===== config.mk =====
export PLATFORM = sky130hd
export DESIGN_NAME = main_core_port_arbiter_flat
export DESIGN_NICKNAME = d
export VERILOG_FILES = /design/src/rtl/main_core_port_arbiter_pkg.sv /design/src/rtl/main_core_port_arbiter_if.sv /design/src/rtl/main_core_port_arbiter.sv /design/src/flat_wrapper.sv
export SDC_FILE = /design/constraint.sdc
export NUM_CORES = 1
export LEC_CHECK = 0
export CORE_AREA = 5 5 151 153
export DETAILED_ROUTE_END_ITERATION = 10
export DIE_AREA = 0 0 156 158
export PLACE_DENSITY = 0.56
export SKIP_CTS_REPAIR_TIMING = 1
export SLEW_MARGIN = 20
export SYNTH_ARGS = -nofsm -noshare
export SYNTH_HDL_FRONTEND = slang
export SYNTH_SLANG_ARGS = --single-unit

===== constraint.sdc =====
create_clock -name clk -period 1.6 [get_ports clk]
set_clock_uncertainty 0.2 [all_clocks]
set_input_delay 0.16 -clock clk [delete_from_list [all_inputs] [get_ports clk]]
set_output_delay 0.16 -clock clk [all_outputs]
set_load 0.02 [all_outputs]

===== src/rtl/main_core_port_arbiter_pkg.sv =====
// Shared encodings for the serial-command port arbiter: FSM states and requester indices.
package main_core_port_arbiter_pkg;

    typedef enum logic {
        ARB_IDLE = 1'b0,
        ARB_OWN  = 1'b1
    } arb_state_e;

    localparam logic REQ_HOST = 1'b0;
    localparam logic REQ_SEQ  = 1'b1;

endpackage


===== src/rtl/main_core_port_arbiter_if.sv =====
// Requester-side and core-side handshake bundle of the serial-command port arbiter.
// master: the arbiter's view; slave: the requesters and core around it.
interface main_core_port_arbiter_if #(
    parameter int unsigned CMD_W  = 16,
    parameter int unsigned DATA_W = 64
);
    logic [1:0]          req_lock;
    logic [2*CMD_W-1:0]  req_cmd;
    logic [1:0]          req_cmd_hasAny;
    logic [1:0]          req_cmd_consume;
    logic [2*DATA_W-1:0] req_in;
    logic [1:0]          req_in_isReady;
    logic [1:0]          req_in_canReceive;
    logic [DATA_W-1:0]   req_out;
    logic [1:0]          req_out_isReady;
    logic [1:0]          req_out_canReceive;
    logic [CMD_W-1:0]    cmd;
    logic                cmd_hasAny;
    logic                cmd_consume;
    logic [DATA_W-1:0]   in;
    logic                in_isReady;
    logic                in_canReceive;
    logic [DATA_W-1:0]   out;
    logic                out_isReady;
    logic                out_canReceive;

    modport master (
        input  req_lock, req_cmd, req_cmd_hasAny, req_in, req_in_isReady, req_out_canReceive,
        input  cmd_consume, in_canReceive, out, out_isReady,
        output req_cmd_consume, req_in_canReceive, req_out, req_out_isReady,
        output cmd, cmd_hasAny, in, in_isReady, out_canReceive
    );

    modport slave (
        output req_lock, req_cmd, req_cmd_hasAny, req_in, req_in_isReady, req_out_canReceive,
        output cmd_consume, in_canReceive, out, out_isReady,
        input  req_cmd_consume, req_in_canReceive, req_out, req_out_isReady,
        input  cmd, cmd_hasAny, in, in_isReady, out_canReceive
    );

endinterface


===== src/rtl/main_core_port_arbiter.sv =====
// Round-robin lock arbiter sharing the core's cmd/in/out port between host and sequencer.
// Optional idle-timeout forced release: define MAIN_CORE_PORT_ARBITER_TIMEOUT_EN.
module main_core_port_arbiter
    import main_core_port_arbiter_pkg::*;
#(
    parameter int unsigned CMD_W    = 16,
    parameter int unsigned DATA_W   = 64,
    parameter int unsigned MAX_HOLD = 1024
) (
    input  logic                     clk,
    input  logic                     rst,
    main_core_port_arbiter_if.master bus,
    output logic [1:0]               grant,
    output logic                     timeout_err
);

    arb_state_e state_q, state_d;
    logic       owner_q, owner_d;
    logic       last_owner_q, last_owner_d;
    logic [1:0] eligible;
    logic       force_release;
    logic       fwd;

    // Forwarding is cut in the very cycle the owner's lock drops.
    assign fwd = (state_q == ARB_OWN) && bus.req_lock[owner_q];

`ifdef MAIN_CORE_PORT_ARBITER_TIMEOUT_EN
    localparam int unsigned CntW = $clog2(MAX_HOLD + 1);

    logic [CntW-1:0] cnt_q, cnt_d;
    logic [1:0]      blocked_q, blocked_d;
    logic            err_q, err_d;
    logic            xfer_done;

    assign xfer_done = (bus.cmd_hasAny && bus.cmd_consume) ||
                       (bus.in_isReady && bus.in_canReceive) ||
                       (bus.out_isReady && bus.out_canReceive);
    assign force_release = fwd && (32'(cnt_q) + 32'd1 == MAX_HOLD);
    assign eligible      = bus.req_lock & ~blocked_q;
    assign timeout_err   = err_q;

    always_comb begin
        cnt_d     = '0;
        err_d     = err_q || force_release;
        // A timed-out requester stays blocked until its lock has been seen low.
        blocked_d = blocked_q & bus.req_lock;
        if (state_q == ARB_OWN && !xfer_done) begin
            cnt_d = cnt_q + 1'b1;
        end
        if (force_release) begin
            blocked_d[owner_q] = 1'b1;
        end
    end

    always_ff @(posedge clk) begin
        if (rst) begin
            cnt_q     <= '0;
            blocked_q <= 2'b00;
            err_q     <= 1'b0;
        end else begin
            cnt_q     <= cnt_d;
            blocked_q <= blocked_d;
            err_q     <= err_d;
        end
    end
`else
    logic [31:0] unused_max_hold;

    assign unused_max_hold = MAX_HOLD;
    assign force_release   = 1'b0;
    assign eligible        = bus.req_lock;
    assign timeout_err     = 1'b0;
`endif

    always_comb begin
        state_d      = state_q;
        owner_d      = owner_q;
        last_owner_d = last_owner_q;
        unique case (state_q)
            ARB_IDLE: begin
                if (eligible != 2'b00) begin
                    state_d = ARB_OWN;
                    owner_d = (eligible == 2'b11) ? ~last_owner_q : eligible[REQ_SEQ];
                end
            end
            ARB_OWN: begin
                if (!bus.req_lock[owner_q] || force_release) begin
                    state_d      = ARB_IDLE;
                    last_owner_d = owner_q;
                end
            end
            default: state_d = ARB_IDLE;
        endcase
    end

    always_ff @(posedge clk) begin
        if (rst) begin
            state_q      <= ARB_IDLE;
            owner_q      <= REQ_HOST;
            last_owner_q <= REQ_SEQ;
        end else begin
            state_q      <= state_d;
            owner_q      <= owner_d;
            last_owner_q <= last_owner_d;
        end
    end

    always_comb begin
        bus.cmd                = '0;
        bus.cmd_hasAny         = 1'b0;
        bus.in                 = '0;
        bus.in_isReady         = 1'b0;
        bus.out_canReceive     = 1'b0;
        bus.req_cmd_consume    = 2'b00;
        bus.req_in_canReceive  = 2'b00;
        bus.req_out_isReady    = 2'b00;
        bus.req_out            = bus.out;
        if (fwd) begin
            bus.cmd = owner_q ? bus.req_cmd[2*CMD_W-1:CMD_W] : bus.req_cmd[CMD_W-1:0];
            bus.in  = owner_q ? bus.req_in[2*DATA_W-1:DATA_W] : bus.req_in[DATA_W-1:0];
            bus.cmd_hasAny                 = bus.req_cmd_hasAny[owner_q];
            bus.in_isReady                 = bus.req_in_isReady[owner_q];
            bus.out_canReceive             = bus.req_out_canReceive[owner_q];
            bus.req_cmd_consume[owner_q]   = bus.cmd_consume;
            bus.req_in_canReceive[owner_q] = bus.in_canReceive;
            bus.req_out_isReady[owner_q]   = bus.out_isReady;
        end
    end

    assign grant = (state_q == ARB_OWN) ? (owner_q ? 2'b10 : 2'b01) : 2'b00;

endmodule


===== src/flat_wrapper.sv =====
// flat-port wrapper written by rule: the top's interface ports become plain ports
module main_core_port_arbiter_flat import main_core_port_arbiter_pkg::*;
#(
    parameter int unsigned CMD_W    = 16,
    parameter int unsigned DATA_W   = 64,
    parameter int unsigned MAX_HOLD = 1024
)
  (clk, rst, grant, timeout_err, bus_req_lock, bus_req_cmd, bus_req_cmd_hasAny, bus_req_in, bus_req_in_isReady, bus_req_out_canReceive, bus_cmd_consume, bus_in_canReceive, bus_out, bus_out_isReady, bus_req_cmd_consume, bus_req_in_canReceive, bus_req_out, bus_req_out_isReady, bus_cmd, bus_cmd_hasAny, bus_in, bus_in_isReady, bus_out_canReceive);
  main_core_port_arbiter_if #(.CMD_W(CMD_W), .DATA_W(DATA_W)) bus_i ();
  input  logic clk;
  input  logic rst;
  output logic [1:0] grant;
  output logic timeout_err;
  input wire logic [$bits(bus_i.req_lock)-1:0] bus_req_lock;
  input wire logic [$bits(bus_i.req_cmd)-1:0] bus_req_cmd;
  input wire logic [$bits(bus_i.req_cmd_hasAny)-1:0] bus_req_cmd_hasAny;
  input wire logic [$bits(bus_i.req_in)-1:0] bus_req_in;
  input wire logic [$bits(bus_i.req_in_isReady)-1:0] bus_req_in_isReady;
  input wire logic [$bits(bus_i.req_out_canReceive)-1:0] bus_req_out_canReceive;
  input wire logic [$bits(bus_i.cmd_consume)-1:0] bus_cmd_consume;
  input wire logic [$bits(bus_i.in_canReceive)-1:0] bus_in_canReceive;
  input wire logic [$bits(bus_i.out)-1:0] bus_out;
  input wire logic [$bits(bus_i.out_isReady)-1:0] bus_out_isReady;
  output wire logic [$bits(bus_i.req_cmd_consume)-1:0] bus_req_cmd_consume;
  output wire logic [$bits(bus_i.req_in_canReceive)-1:0] bus_req_in_canReceive;
  output wire logic [$bits(bus_i.req_out)-1:0] bus_req_out;
  output wire logic [$bits(bus_i.req_out_isReady)-1:0] bus_req_out_isReady;
  output wire logic [$bits(bus_i.cmd)-1:0] bus_cmd;
  output wire logic [$bits(bus_i.cmd_hasAny)-1:0] bus_cmd_hasAny;
  output wire logic [$bits(bus_i.in)-1:0] bus_in;
  output wire logic [$bits(bus_i.in_isReady)-1:0] bus_in_isReady;
  output wire logic [$bits(bus_i.out_canReceive)-1:0] bus_out_canReceive;
  assign bus_i.req_lock = bus_req_lock;
  assign bus_i.req_cmd = bus_req_cmd;
  assign bus_i.req_cmd_hasAny = bus_req_cmd_hasAny;
  assign bus_i.req_in = bus_req_in;
  assign bus_i.req_in_isReady = bus_req_in_isReady;
  assign bus_i.req_out_canReceive = bus_req_out_canReceive;
  assign bus_i.cmd_consume = bus_cmd_consume;
  assign bus_i.in_canReceive = bus_in_canReceive;
  assign bus_i.out = bus_out;
  assign bus_i.out_isReady = bus_out_isReady;
  assign bus_req_cmd_consume = bus_i.req_cmd_consume;
  assign bus_req_in_canReceive = bus_i.req_in_canReceive;
  assign bus_req_out = bus_i.req_out;
  assign bus_req_out_isReady = bus_i.req_out_isReady;
  assign bus_cmd = bus_i.cmd;
  assign bus_cmd_hasAny = bus_i.cmd_hasAny;
  assign bus_in = bus_i.in;
  assign bus_in_isReady = bus_i.in_isReady;
  assign bus_out_canReceive = bus_i.out_canReceive;
  main_core_port_arbiter #(.CMD_W(CMD_W), .DATA_W(DATA_W), .MAX_HOLD(MAX_HOLD)) u_core (.clk(clk), .rst(rst), .bus(bus_i), .grant(grant), .timeout_err(timeout_err));
endmodule

=== Word level (Yosys, flattened, before mapping) ===
Index checks and enable logic that the tools add are counted.

* Bits in registers: 3
* Input port bits: 237
* Output and inout bits: 156

* Order comparisons: 2
* Eq/ne operators: 1
* Multiplexer cells: 26
* Bitwise logic cells: 6
* Reductions and logical operators: 5

{| class="wikitable"
|+ Operators with widths
! cell !! number
|-
| $mux W64 || 2
|-
| $mux W16 || 2
|-
| $mux W1 || 15
|-
| $mux W2 || 5
|-
| $and A2 B2 Y2 || 3
|-
| $reduce_and A2 Y1 || 2
|-
| $not A1 Y1 || 3
|-
| $eq A2 B2 Y1 const B || 1
|-
| $logic_and A1 B1 Y1 || 2
|-
| $lt A1 B2 Y1 const B || 1
|-
| $pmux W1 S2 || 1
|-
| $reduce_bool A2 Y1 || 1
|-
| $demux W1 S1 || 1
|-
| $ge A1 B1 Y1 const B || 1
|}

=== Logic depth before layout (Yosys ltp) ===
* Depth in word-level cells: 6
* Depth in mapped cells: 6

=== Least setup slack after synthesis ===
No wires, ideal clock.

* Kind: register to output
* Start: register u_core.owner_q
* End: output port bus_in[53]
* Data arrival time: 1.241 ns
* Data required time: 1.240 ns
* Slack: -0.001 ns
* Stages on the path, launching flop included: 7
* Path through: dfxtp_1 and2_1 buf_4 buf_6 buf_6 a22oi_1 nor2_1

* Cells in the longest elaborated chain, start to end: 4
* Elaborated cells on any way between the ends: 5
* Classes of those cells: mux: 4; reduce/logical: 1

{| class="wikitable"
|+ Ends and longest elaborated chain
! what !! line !! RTL
|-
| from (decl) || main_core_port_arbiter.sv:18 || <nowiki>logic owner_q, owner_d;</nowiki>
|-
| from (signal assigned) || main_core_port_arbiter.sv:103 || <nowiki>owner_q <= owner_d;</nowiki>
|-
| $mux W1 (not written as such) (2 in series) || main_core_port_arbiter.sv:25 || <nowiki>assign fwd = (state_q == ARB_OWN) && bus.req_lock[owner_q];</nowiki>
|-
| $logic_and A1 B1 Y1 || main_core_port_arbiter.sv:25 ||
|-
| $mux W64 * || main_core_port_arbiter.sv:118 || <nowiki>if (fwd) begin</nowiki>
|-
| to (decl) || flat_wrapper.sv:30 || <nowiki>output wire logic [$bits(bus_i.in)-1:0] bus_in;</nowiki>
|}

Mark *: on every way between the ends. The rest lies on a longest branch, timed or not. The select of a mux whose other input is x is not followed.

=== Worst setup path after layout ===
* Start: register u_core.owner_q
* End: output port bus_cmd[8]

* Cells in the longest elaborated chain, start to end: 4
* Elaborated cells on any way between the ends: 5
* Classes of those cells: mux: 4; reduce/logical: 1

{| class="wikitable"
|+ Ends and longest elaborated chain
! what !! line !! RTL
|-
| $mux W1 (not written as such) (2 in series) || main_core_port_arbiter.sv:25 ||
|-
| $logic_and A1 B1 Y1 || main_core_port_arbiter.sv:25 ||
|-
| $mux W16 * || main_core_port_arbiter.sv:118 ||
|-
| to (decl) || flat_wrapper.sv:28 || <nowiki>output wire logic [$bits(bus_i.cmd)-1:0] bus_cmd;</nowiki>
|}

Marked as above.

==> metrics.md <==
| Metric | Value |
|---|---|
| Status | complete, but fails checks |
| Failing checks | setup timing |
| R2r worst-path depth | 5 |
| Final Wtd Congestion | 0.712 |
| Synth Flop Type | dfxtp_1 |
| Post-route ant nets | 0 |
| Syn Nets | 524 |
| Number of cell rows | 54 |
| Cell Pwr Density | 370 mW/mm2 |
| Num CTS Buffers | 3 |
| Die height | 158 um |
| FF-to-FF setup slack | 260 ps |
| Setup ws final | -273 ps |
| Fin. max-slew vios | 0 |
| First-pass GRT wire length | 15,300 um |
| Total Neg Setup Slack | -18,150 ps |
| NetSw | 689 uW |
| Synthesized area | 0.00194 mm2 |
| Crit path launch type | flop |
| Setup crit end | bus_cmd[8] |
| Num ports | 393 |
| DIE AREA | 0.0246 mm2 |
| Nets | 743 |
| R2r startpoint | u_core.state_q |
| Crit path DAT | 1510 ps |
| Period utilization | 1.17 |
| # clock sinks | 3 |
| Clk slew on worst S/H paths | 30 ps |
| Htree depth | 1 |
| WP data required | 1240 ps |
| Post-Place Cells | 761 |
| Max Clock Freq | 534 MHz |
| Starting Density | 0.0907 |
| Hold Path Class | primary input to output pin |
| Setup-failing EPs final | 89 |
| EDFF count, synth | 0 |
| Via density | 3.82 |
| Root buffer cell | clkbuf_16 |
| Critical Path Start | u_core.owner_q |
| Port bufs | 263 |
| RSZ-0062 raised after global routing | yes |
| Crit-path max FO | 7 |
| Area Overhead vs Synth | 166% |
| Core box area | 0.0214 mm2 |
| RR Endpoint | u_core.last_owner_q |
| Pin count of the biggest net entering global routing | 46 |
| Maxcap violations | 0 |
| Grt ovf | 0 |
| Routed via count | 3,004 |
| Layout cell share with drive strength beyond 1 | 0.485 |
| Leakage | 2.02 nW |
| Sequential share of the synthesized area | 0.0309 |
| Clk Latency, worst-skew pair | 220 ps |
| Sw frac | 0.360 |
| Internal Power | 1.23 mW |
| Clock network fraction of total power | 0.207 |
| Sequential power share | 0.045 |
| #FFs+latches synth | 3 |
| Router iterations before antenna repair | 4 |
| Yosys warns | 0 |
| Distinct cells, synth | 21 |
| Gr usage total | 0.0771 |
| Fin cells | 786 |
| Die width | 156 um |
| Final Hold Vio Count | 0 |
| Drt total wl | 13,800 um |
| DRC | 0 |
| Worst setup EP type | output pin |
| Number of global-route vias before repair | 2,887 |
| Routed wire per std cell | 17.5 um |
| Worst-case clock buffer depth | 2 |
| Peak supply drop | 0.000241 V |
| CTS tree | built |
| Mapped Avg Cell Area | 6.77 um2 |
| Tot Pwr | 1.92 mW |
| WS Path Type | flop to output pin |
| Combinational share of power | 0.748 |
| Mapped Cells | 287 |
| Fin crit period | 1870 ps |
| Async SR Flop Fraction | 0 |
| DRT iter0 DRCs | 136 |
| Initial antenna violation count | 1 |
| Detailed-placement wirelength estimate | 9290 um |
-- cell usage after synthesis, types with 3 or more instances --
cell type	number	area, um2
nor2_1	65	244
a22oi_1	63	473
buf_2	15	75.1
clkbuf_1	4	15.0
and3_1	6	37.5
dfxtp_1	3	60.1
buf_4	70	526
buf_6	5	56.3
nor2_2	20	125
o21ai_0	3	15.0
a22oi_2	20	250
-- power groups by stage --
stage | clock network (mW) | logic [mW] | registers [mW]
after global placement | 0 | 1.24 | 0.0874
after CTS | 0.402 | 1.25 | 0.0863
after floorplan | 0 | 0.695 | 0.0870
after global routing | 0.415 | 1.52 | 0.0869
after detailed placement | 0 | 1.24 | 0.0871
final | 0.397 | 1.43 | 0.0861
-- registers in the layout (all words and copies together) (netlist names) --
register and flops:
u_core.state_q 1, u_core.owner_q 1, u_core.last_owner_q 1
-- per-layer routing --
metal / vias to the layer above / wire, um / GRT usage
li1: 1388 / - / -
met1: 1363 / 4780 / 0.0802
met2: 213 / 7030 / 0.140
met3: 40 / 1550 / 0.0290
met4: 0 / 415 / 0.0317
met5: - / 0 / 0
-- kinds of logic after synthesis --
kind of cell           count (synthesis)  synth area share
AO/OA/AOI/OAI                         90             0.393
buffers and inverters                 97             0.352
flip-flops                             3            0.0309
other                                  1           0.00193
AND/OR/NAND/NOR                       96             0.222
-- critical path, stage by stage, from the launching register on --
cell and delay [ps]:
dfxtp_4 370, and2_4 200, buf_12 160, buf_12 140
a22oi_2 80, nor2_2 190, buf_6 150
-- worst min path at each step --
stage	startpoint	endpoint	slack [ps]	cells after the start
final	bus_out[59]	bus_req_out[59]	120	0
after global routing	bus_out[13]	bus_req_out[13]	120	0
after CTS	bus_out[10]	bus_req_out[10]	120	0
after detailed placement	bus_out[10]	bus_req_out[10]	120	0
after global placement	bus_out[10]	bus_req_out[10]	120	0
after floorplan	rst	u_core.owner_q	30	1
-- final cells by class --
class	count	area (um2)
well taps	280	350
clock buffers	4	78.8
inverters	3	12.5
flip-flops and latches	3	63.8
repair buffers	308	3150
diodes	1	2.50
multi-input cells	187	1510
fillers	2369	16200
-- per-stage QoR --
step | setup slack, ps | hold slack (ps) | util | area [um2]
finish | -273 | 120 | 0.241 | 5170
global route | -313 | 120 | 0.241 | 5170
CTS | -851 | 120 | 0.216 | 4640
detailed placement | -838 | 120 | 0.213 | 4560
global placement | -810 | 120 | 0.213 | 4560
floorplan | 1.70 | 29.1 | - | 1950
-- layout by cell type, fill, tap and decap left out --
master / n
a211oi_1: 1
a21oi_1: 2
a22oi_1: 9
a22oi_2: 74
and2_4: 1
and3_1: 1
and3_4: 5
buf_12: 10
buf_16: 1
buf_2: 17
buf_4: 56
buf_6: 40
buf_8: 3
clkbuf_1: 1
clkbuf_16: 10
clkbuf_2: 1
clkdlybuf4s50_1: 170
clkinv_2: 1
conb_1: 1
dfxtp_1: 2
dfxtp_4: 1
diode_2: 1
dlymetal6s2s_1: 3
inv_1: 2
nand2_1: 2
nand3_1: 1
nor2_1: 61
nor2_2: 24
nor2b_4: 1
o211ai_1: 1
o21ai_0: 3
Note: power is estimated with default switching activity, not from simulation.
